### config.mk
export PLATFORM = sky130hd
export DESIGN_NAME = vga_rd_sched
export DESIGN_NICKNAME = d
export VERILOG_FILES = /design/src/rtl/vga_rd_sched.sv
export SDC_FILE = /design/constraint.sdc
export NUM_CORES = 1
export LEC_CHECK = 0
export CAP_MARGIN = 20
export CORE_UTILIZATION = 60
export DETAILED_ROUTE_END_ITERATION = 6
export HOLD_SLACK_MARGIN = 0.12
export PLACE_DENSITY = 0.94
export SLEW_MARGIN = 10
export SYNTH_ARGS = -nofsm -noshare
export SYNTH_HDL_FRONTEND = slang
export SYNTH_SLANG_ARGS = --single-unit
### constraint.sdc
create_clock -name clk_vga -period 4.7 [get_ports clk_vga]
set_input_delay 1.175 -clock clk_vga [delete_from_list [all_inputs] [get_ports clk_vga]]
set_output_delay 1.175 -clock clk_vga [all_outputs]
set_load 0.1 [all_outputs]
### src/rtl/vga_rd_sched.sv
// vga_rd_sched: schedules SDRAM burst reads that refill the VGA line FIFO.
//
// A new frame (frame_start) clears the FIFO and rewinds the read address. The FSM then
// issues one BURST_LEN-word read at a time whenever the FIFO has room for a whole burst.
// It stops after FRAME_WORDS words have been fetched. FIFO occupancy is tracked locally
// from the write strobes and the pixel pops.
//
// Ports
//   clk_vga      single clock, rising edge
//   vga_rst      asynchronous active-low reset
//   frame_start  one-cycle pulse at vsync falling edge
//   vga_rden     pixel word popped from the FIFO this cycle
//   rd_req       burst read request (held until rd_ack)
//   rd_addr      burst start word address
//   rd_ack       one-cycle request acceptance
//   rd_valid     one returned burst word this cycle
//   fifo_wr      FIFO write strobe (rd_valid qualified by WAIT)
//   fifo_clr     FIFO synchronous clear
//   fifo_level   tracked FIFO occupancy
//   frame_done   every word of the current frame has been fetched
//   underflow    sticky: pop seen while fifo_level was zero
module vga_rd_sched #(
  parameter logic [21:0] BASE_ADDR   = 22'h000000,
  parameter int unsigned BURST_LEN   = 64,
  parameter int unsigned FIFO_DEPTH  = 512,
  parameter int unsigned FRAME_WORDS = 307200
) (
  input  logic        clk_vga,
  input  logic        vga_rst,
  input  logic        frame_start,
  input  logic        vga_rden,
  output logic        rd_req,
  output logic [21:0] rd_addr,
  input  logic        rd_ack,
  input  logic        rd_valid,
  output logic        fifo_wr,
  output logic        fifo_clr,
  output logic [9:0]  fifo_level,
  output logic        frame_done,
  output logic        underflow
);

  localparam int unsigned    BcW       = (BURST_LEN > 1) ? $clog2(BURST_LEN) : 1;
  localparam logic [BcW-1:0] BurstLast = BcW'(BURST_LEN - 1);
  localparam logic [18:0]    FrameLast = 19'(FRAME_WORDS - 1);
  localparam logic [9:0]     ReqThresh = 10'(FIFO_DEPTH - BURST_LEN);
  localparam logic [21:0]    AddrStep  = 22'(BURST_LEN);

  typedef enum logic [2:0] {StIdle, StFlush, StCheck, StReq, StWait, StDone} state_e;

  state_e         state_q, state_d;
  logic           rd_req_q, rd_req_d;
  logic [21:0]    rd_addr_q, rd_addr_d;
  logic [9:0]     level_q, level_d;
  logic           frame_done_q, frame_done_d;
  logic           underflow_q, underflow_d;
  logic           pending_q, pending_d;
  logic [BcW-1:0] burst_cnt_q, burst_cnt_d;
  logic [18:0]    word_cnt_q, word_cnt_d;

  assign fifo_wr    = (state_q == StWait) && rd_valid;
  assign fifo_clr   = (state_q == StFlush);
  assign rd_req     = rd_req_q;
  assign rd_addr    = rd_addr_q;
  assign fifo_level = level_q;
  assign frame_done = frame_done_q;
  assign underflow  = underflow_q;

  always_comb begin
    state_d      = state_q;
    rd_req_d     = rd_req_q;
    rd_addr_d    = rd_addr_q;
    level_d      = level_q;
    frame_done_d = frame_done_q;
    underflow_d  = underflow_q;
    pending_d    = pending_q;
    burst_cnt_d  = burst_cnt_q;
    word_cnt_d   = word_cnt_q;

    // Simultaneous write and pop cancel; a pop from empty leaves the level at zero.
    if (fifo_wr && !vga_rden) begin
      level_d = level_q + 10'd1;
    end else if (!fifo_wr && vga_rden && (level_q != 10'd0)) begin
      level_d = level_q - 10'd1;
    end
    if (vga_rden && (level_q == 10'd0)) begin
      underflow_d = 1'b1;
    end

    // A new frame cannot interrupt a burst in flight; remember it for later.
    if (((state_q == StReq) || (state_q == StWait)) && frame_start) begin
      pending_d = 1'b1;
    end

    unique case (state_q)
      StIdle, StDone: begin
        if (frame_start) state_d = StFlush;
      end
      StFlush: begin
        level_d      = 10'd0;
        rd_addr_d    = BASE_ADDR;
        word_cnt_d   = 19'd0;
        burst_cnt_d  = '0;
        frame_done_d = 1'b0;
        pending_d    = 1'b0;
        state_d      = StCheck;
      end
      StCheck: begin
        if (frame_start) begin
          state_d = StFlush;
        end else if (level_q <= ReqThresh) begin
          state_d  = StReq;
          rd_req_d = 1'b1;
        end
      end
      StReq: begin
        if (rd_ack) begin
          rd_req_d  = 1'b0;
          rd_addr_d = rd_addr_q + AddrStep;
          state_d   = StWait;
        end
      end
      StWait: begin
        if (rd_valid) begin
          burst_cnt_d = burst_cnt_q + 1'b1;
          word_cnt_d  = word_cnt_q + 19'd1;
          if (burst_cnt_q == BurstLast) begin
            burst_cnt_d = '0;
            if (word_cnt_q == FrameLast) begin
              state_d      = StDone;
              frame_done_d = 1'b1;
            end else if (pending_q || frame_start) begin
              state_d = StFlush;
            end else begin
              state_d = StCheck;
            end
          end
        end
      end
      default: state_d = StIdle;
    endcase
  end

  always_ff @(posedge clk_vga or negedge vga_rst) begin
    if (!vga_rst) begin
      state_q      <= StIdle;
      rd_req_q     <= 1'b0;
      rd_addr_q    <= BASE_ADDR;
      level_q      <= 10'd0;
      frame_done_q <= 1'b0;
      underflow_q  <= 1'b0;
      pending_q    <= 1'b0;
      burst_cnt_q  <= '0;
      word_cnt_q   <= 19'd0;
    end else begin
      state_q      <= state_d;
      rd_req_q     <= rd_req_d;
      rd_addr_q    <= rd_addr_d;
      level_q      <= level_d;
      frame_done_q <= frame_done_d;
      underflow_q  <= underflow_d;
      pending_q    <= pending_d;
      burst_cnt_q  <= burst_cnt_d;
      word_cnt_q   <= word_cnt_d;
    end
  end

endmodule

==> results.txt, run 1 <==
antenna violations before repair: 0
Area Overhead vs Synth: 16.4%
fin crit share: 0.838
met2 demand-to-capacity share in global routing: 0.452
Die Wd: 78.1 um
count of flip-flops with a built-in enable after synthesis: 0
first-pass GRT wire length: 13100 um
placed inst area: 3840 um2
syn avg cell area: 9.17 um2
outcome: complete, no violations
maximum buffer depth of the clock tree: 2
maximum fanout count along the critical path: 10
gate count of the mapped netlist: 379
via total after detailed routing: 2967
met1 demand-to-capacity share in global routing: 0.351
transition time at the pin with the least slew margin: 0.980 ns
drt initial violations: 228
Final Hold Fails: 0
min-delay worst type: reg2reg
kind of capture point of the worst setup path: flip-flop
detailed placement HPWL: 5300 um
CP required: 4.98 ns
ys async rst share: 1.00
relative slew slack: 0.345
yosys warns: 0
antenna-violating nets left: 0
maximum clock skew at final layout: 0.00861 ns
clock network fraction of design power: 0.189
share of final-layout standard cells stronger than drive strength 1: 0.0767
critical path startpoint category: primary input
number of buffers inserted by hold repair at cts: 0
clock period minus worst slack: 3.94 ns
Die Y-Extent: 78.1 um
Gate power share: 0.527
setup fix buffers added after clock tree synthesis: 0
most instantiated flip-flop cell in the synthesis netlist: dfrtp_1
remaining global-route overflow: 0
sequential cell fraction of total power: 0.284
Root Driver: clkbuf_8
launching point of the worst reg2reg path: state_q[1]$_DFFE_PN0P_
via-per-instance ratio: 6.07
Total Routed Length: 7610 um
Arrival @ worst endpoint: 4.21 ns
static power due to leakage: 1.72 nW
DRC violations left: 0
fraction of power spent switching nets: 0.505
net switching power figure: 1.26 mW
maximum clock rate: 0.254 GHz
Power per Cell Area: 615 nW/um2
post-route cell area: 4050 um2
sum of internal, switching and leakage power: 2.49 mW
CTS clock-pin slew for the worst setup and hold paths: 0.07 ns
launch point of the worst hold path: burst_cnt_q[5]$_DFFE_PN0P_
most common cell after layout, fill and taps aside: dfrtp_1
number of maximum-capacitance violations: 0
total core area: 5540 um2
Layout fillers: 414
critical path type: in2reg
total number of H-tree levels: 3
final setup violation count: 0
number of gates resized after cts: 0
Synth Cell Area: 3480 um2
non-filler cells in the finished layout: 489
number of clock buffers inserted by TritonCTS: 9
length of the first detailed-routing pass in iterations: 4
commonest non-fill, non-tap cells in the layout: dfrtp_1 (58), nor2_1 (44), nand2_1 (35), clkdlybuf4s50_1 (33), xor2_1 (25)
die area: 6100 um2
TritonCTS clock tree: yes
leading cell types by total area after synthesis: dfrtp_1 (42%), xor2_1 (6.3%), nor2_1 (4.7%), ha_1 (4.0%), nand2_1 (3.8%)
number of flip-flops and latches in the synthesized netlist: 58
sequential share of the synthesized area: 0.417
internal power consumption: 1.23 mW
met3 track demand over resource in global routing: 0.0535
vias in the first global route: 2828
final antenna diode count: 0
# IOs: 43
setup repair after global routing missed its margin: false
Crit. Startpoint: rd_valid
Routed WL per cell: 15.6 um
dpl cells: 473
Clk Latency, worst-skew pair: 0.34 ns
maximum number of pins on one net before global-route repair: 43
number of sinks handled by clock tree synthesis: 58
initial cell density of the core: 0.628
aggregate global-route resource usage: 0.276
most utilized layer in the global route result: met2
number of nets in the layout: 430
number of port buffers: 36
Max Slew Vio Count: 0
Yosys top cell area share: 0.417
post-synth cell types: 59
final worst hold slack: 0.505 ns
Setup Total Neg Slack: 0 ns
number of standard-cell rows in the floorplan: 27
library cell with the largest summed area after synthesis: dfrtp_1
global placer's final weighted congestion: 0.890
peak supply drop: 0.000642 V
==> per-layer routing <==
metal	part of all wire	vias to the layer above
met4	0.018	0
li1	-	1414
met1	0.43	1445
met3	0.050	14
met2	0.50	94
met5	0	-
==> worst paths after layout <==
kind	endpoint	slack, ns	cells after the start
min	burst_cnt_q[5]$_DFFE_PN0P_	0.50	1
max reg2reg	fifo_level[9]$_DFFE_PN0P_	1.31	9
max in group asynchronous	fifo_level[0]$_DFFE_PN0P_	3.02	2
min reg2reg	burst_cnt_q[5]$_DFFE_PN0P_	0.50	1
max	fifo_level[9]$_DFFE_PN0P_	0.76	10
min in group asynchronous	rd_addr[7]$_DFFE_PN0P_	0.81	1
==> logic make-up after synthesis <==
logic type,count (synthesis),share of synthesized area
compound gates,83,0.166
simple gates,158,0.237
flops,58,0.417
other cells,1,0.00108
buf+inv,31,0.0417
fa+ha+maj,12,0.0453
xor+xnor,33,0.0831
mux,3,0.00864
==> cells in the mapped netlist, types with 8 or more instances <==
cell / count
nor2_1: 44
xor2_1: 25
ha_1: 11
nand3_1: 21
nand2_1: 35
nand4_1: 10
a21oi_1: 19
clkbuf_1: 12
dfrtp_1: 58
xnor2_1: 8
o21ai_0: 19
inv_1: 8
==> per-stage QoR <==
step / util / setup WS, ns
floorplan: - / 1.36
global placement: 0.694 / 0.595
detailed placement: 0.694 / 0.463
CTS: 0.731 / 0.819
global route: 0.731 / 0.525
finish: 0.731 / 0.762
==> layout make-up <==
type,count,area (um2),area share
Timing Repair Buffer,38,365,0.0902
Sequential cell,58,1450,0.358
Inverter,10,37.5,0.00927
Tap cell,72,90.1,0.0222
Clock inverter,4,50.0,0.0124
Clock buffer,12,155,0.0383
Multi-Input combinational cell,295,1900,0.469
==> sequential cells by signal, indices dropped and copies added (netlist names) <==
register,cells
state_q,3
rd_addr,16
word_cnt_q,19
burst_cnt_q,6
rd_req,1
fifo_level,10
frame_done,1
pending_q,1
underflow,1
==> power by group through the flow <==
stage / clock network [mW] / registers (mW) / logic, mW
5_1_grt: 0.502 / 0.721 / 1.40
3_3_place_gp: 0 / 0.707 / 1.27
6_report: 0.470 / 0.707 / 1.31
4_1_cts: 0.477 / 0.704 / 1.31
3_5_place_dp: 0 / 0.712 / 1.30
2_1_floorplan: 0 / 1.01 / 0.727
==> worst max-delay path, stage by stage <==
cell and delay (ns):
clkdlybuf4s50_1 0.57, nand4bb_2 0.19, nor2_1 0.28, inv_1 0.27, ha_1 0.40, and2_1 0.20
a221oi_2 0.42, a21oi_1 0.18, o41a_1 0.44, nand3_1 0.08
Power figures use the tool's default switching activity.
==> inputs of run 2 (changes only) <==
--- a/config.mk
+++ b/config.mk
@@ -6,10 +6,10 @@
 export NUM_CORES = 1
 export LEC_CHECK = 0
 export CAP_MARGIN = 20
-export CORE_UTILIZATION = 60
+export CORE_UTILIZATION = 51
 export DETAILED_ROUTE_END_ITERATION = 6
 export HOLD_SLACK_MARGIN = 0.12
-export PLACE_DENSITY = 0.94
+export PLACE_DENSITY = 0.86
 export SLEW_MARGIN = 10
 export SYNTH_ARGS = -nofsm -noshare
 export SYNTH_HDL_FRONTEND = slang
==> constraint.sdc (replaced) <==
create_clock -name clk_vga -period 3.3 [get_ports clk_vga]
set_input_delay 0.825 -clock clk_vga [delete_from_list [all_inputs] [get_ports clk_vga]]
set_output_delay 0.825 -clock clk_vga [all_outputs]
set_load 0.1 [all_outputs]
==> results.txt, run 2 (synthesized netlist as in run 1, its figures left out) <==
Root Driver: clkbuf_8
number of clock buffers inserted by TritonCTS: 9
# IOs: 43
critical path startpoint category: primary input
total core area: 6460 um2
critical path type: in2reg
outcome: complete, but fails checks
length of the first detailed-routing pass in iterations: 7
Die Wd: 84.6 um
register with the most flip-flops: word_cnt_q
number of buffers inserted by hold repair at cts: 0
maximum fanout count along the critical path: 5
Final Hold Fails: 0
via total after detailed routing: 3001
Post-Place Worst Slack: -0.0265 ns
setup repair after global routing missed its margin: false
sum of internal, switching and leakage power: 3.75 mW
maximum clock rate: 0.336 GHz
number of maximum-capacitance violations: 0
total number of H-tree levels: 3
setup fix buffers added after clock tree synthesis: 0
relative slew slack: 0.584
aggregate global-route resource usage: 0.246
transition time at the pin with the least slew margin: 0.618 ns
flip-flop count of the largest register, all copies and words added: 19
first-pass GRT wire length: 14000 um
CTS clock-pin slew for the worst setup and hold paths: 0.07 ns
commonest non-fill, non-tap cells in the layout: dfrtp_1 (58), buf_4 (48), nor2_1 (44), nand2_1 (35), xor2_1 (25)
share of final-layout standard cells stronger than drive strength 1: 0.180
min-delay worst type: in2async
antenna-violating nets left: 0
vias in the first global route: 3033
antenna violations before repair: 0
DRC violations left: 5
Layout fillers: 560
sequential cell area in the final layout: 1450 um2
via-per-instance ratio: 5.87
number of sinks handled by clock tree synthesis: 58
clock period minus worst slack: 2.97 ns
Routed WL per cell: 15.8 um
number of standard-cell rows in the floorplan: 29
Setup Total Neg Slack: 0 ns
drt initial violations: 165
CP required: 3.59 ns
global placer's final weighted congestion: 0.851
detailed placement HPWL: 5660 um
number of nets in the layout: 447
maximum buffer depth of the clock tree: 2
setup slack after layout: 0.327 ns
peak supply drop: 0.000588 V
maximum clock skew at final layout: 0.00881 ns
static power due to leakage: 1.87 nW
Power per Cell Area: 904 nW/um2
failing checks: design-rule violations
kind of capture point of the worst setup path: flip-flop
Total Routed Length: 8070 um
area occupied by multi-input gates: 1900 um2
Die Y-Extent: 84.6 um
initial cell density of the core: 0.538
remaining global-route overflow: 0
number of gates resized after cts: 0
Area Overhead vs Synth: 19.3%
final antenna diode count: 0
most common cell after layout, fill and taps aside: dfrtp_1
Arrival @ worst endpoint: 3.26 ns
maximum number of pins on one net before global-route repair: 43
Max Slew Vio Count: 0
Clk Latency, worst-skew pair: 0.35 ns
die area: 7150 um2
number of port buffers: 36
fin crit share: 0.901
final setup violation count: 0
TritonCTS clock tree: yes
[run 2: cell types whose count changed in the layout (fill, tap and decap cells not counted), sizes merged]
cell / previous run / this run
buf: 5 / 51
clkinvlp: 2 / 1
clkbuf: 12 / 11
bufinv: 1 / 2
clkinv: 1 / 2
clkdlybuf4s50: 33 / 4
[run 2: critical path, cell delays in order]
cell and delay [ns]:
clkdlybuf4s50_1 0.50, nand4bb_2 0.16, nor2_1 0.15, inv_1 0.12
ha_1 0.34, and2_1 0.20, a221oi_2 0.30, a21oi_1 0.15
o41a_1 0.42, nand3_1 0.08
[run 2: final timing paths]
kind / startpoint / to / slack, ns / depth (start not counted)
max: rd_valid / fifo_level[9]$_DFFE_PN0P_ / 0.33 / 10
min: vga_rst / fifo_level[6]$_DFFE_PN0P_ / 0.44 / 1
max reg2reg: state_q[0]$_DFFE_PN0P_ / fifo_level[9]$_DFFE_PN0P_ / 0.82 / 9
min reg2reg: word_cnt_q[0]$_DFFE_PN0P_ / word_cnt_q[0]$_DFFE_PN0P_ / 0.51 / 1
max in group asynchronous: vga_rst / word_cnt_q[11]$_DFFE_PN0P_ / 2.01 / 2
min in group clk_vga: word_cnt_q[0]$_DFFE_PN0P_ / word_cnt_q[0]$_DFFE_PN0P_ / 0.51 / 1
[run 2: final cells by class]
| class | instances | area share |
|---|---|---|
| multi-input cells | 295 | 0.458 |
| clock inverters | 5 | 0.0187 |
| clock buffers | 11 | 0.0341 |
| repair buffers | 55 | 0.107 |
| flip-flops and latches | 58 | 0.350 |
| inverters | 10 | 0.00905 |
| well taps | 77 | 0.0232 |
[run 2: power by group]
part           switching, mW  total, mW  internal (mW)
clock                  0.299      0.743          0.443
combinational           1.42       2.06          0.638
sequential             0.129      0.946          0.816
total                   1.85       3.75           1.90
[run 2: metrics by stage]
stage / instances / hold slack, ns / utilization / area, um2
finish: 511 / 0.440 / 0.642 / 4150
floorplan: 384 / 0.457 / - / 3500
global route: 511 / 0.471 / 0.642 / 4150
global placement: 495 / 0.482 / 0.608 / 3930
detailed placement: 495 / 0.486 / 0.608 / 3930
CTS: 511 / 0.447 / 0.642 / 4150
[run 2: per-layer routing]
layer  vias to the layer above  global-route usage  routed length (um)
met1                      1439               0.303                3520
met3                        25              0.0580                 350
met2                        83               0.415                3970
met5                         -                   0                   0
met4                         0               0.102                 228
li1                       1454                   -                   -
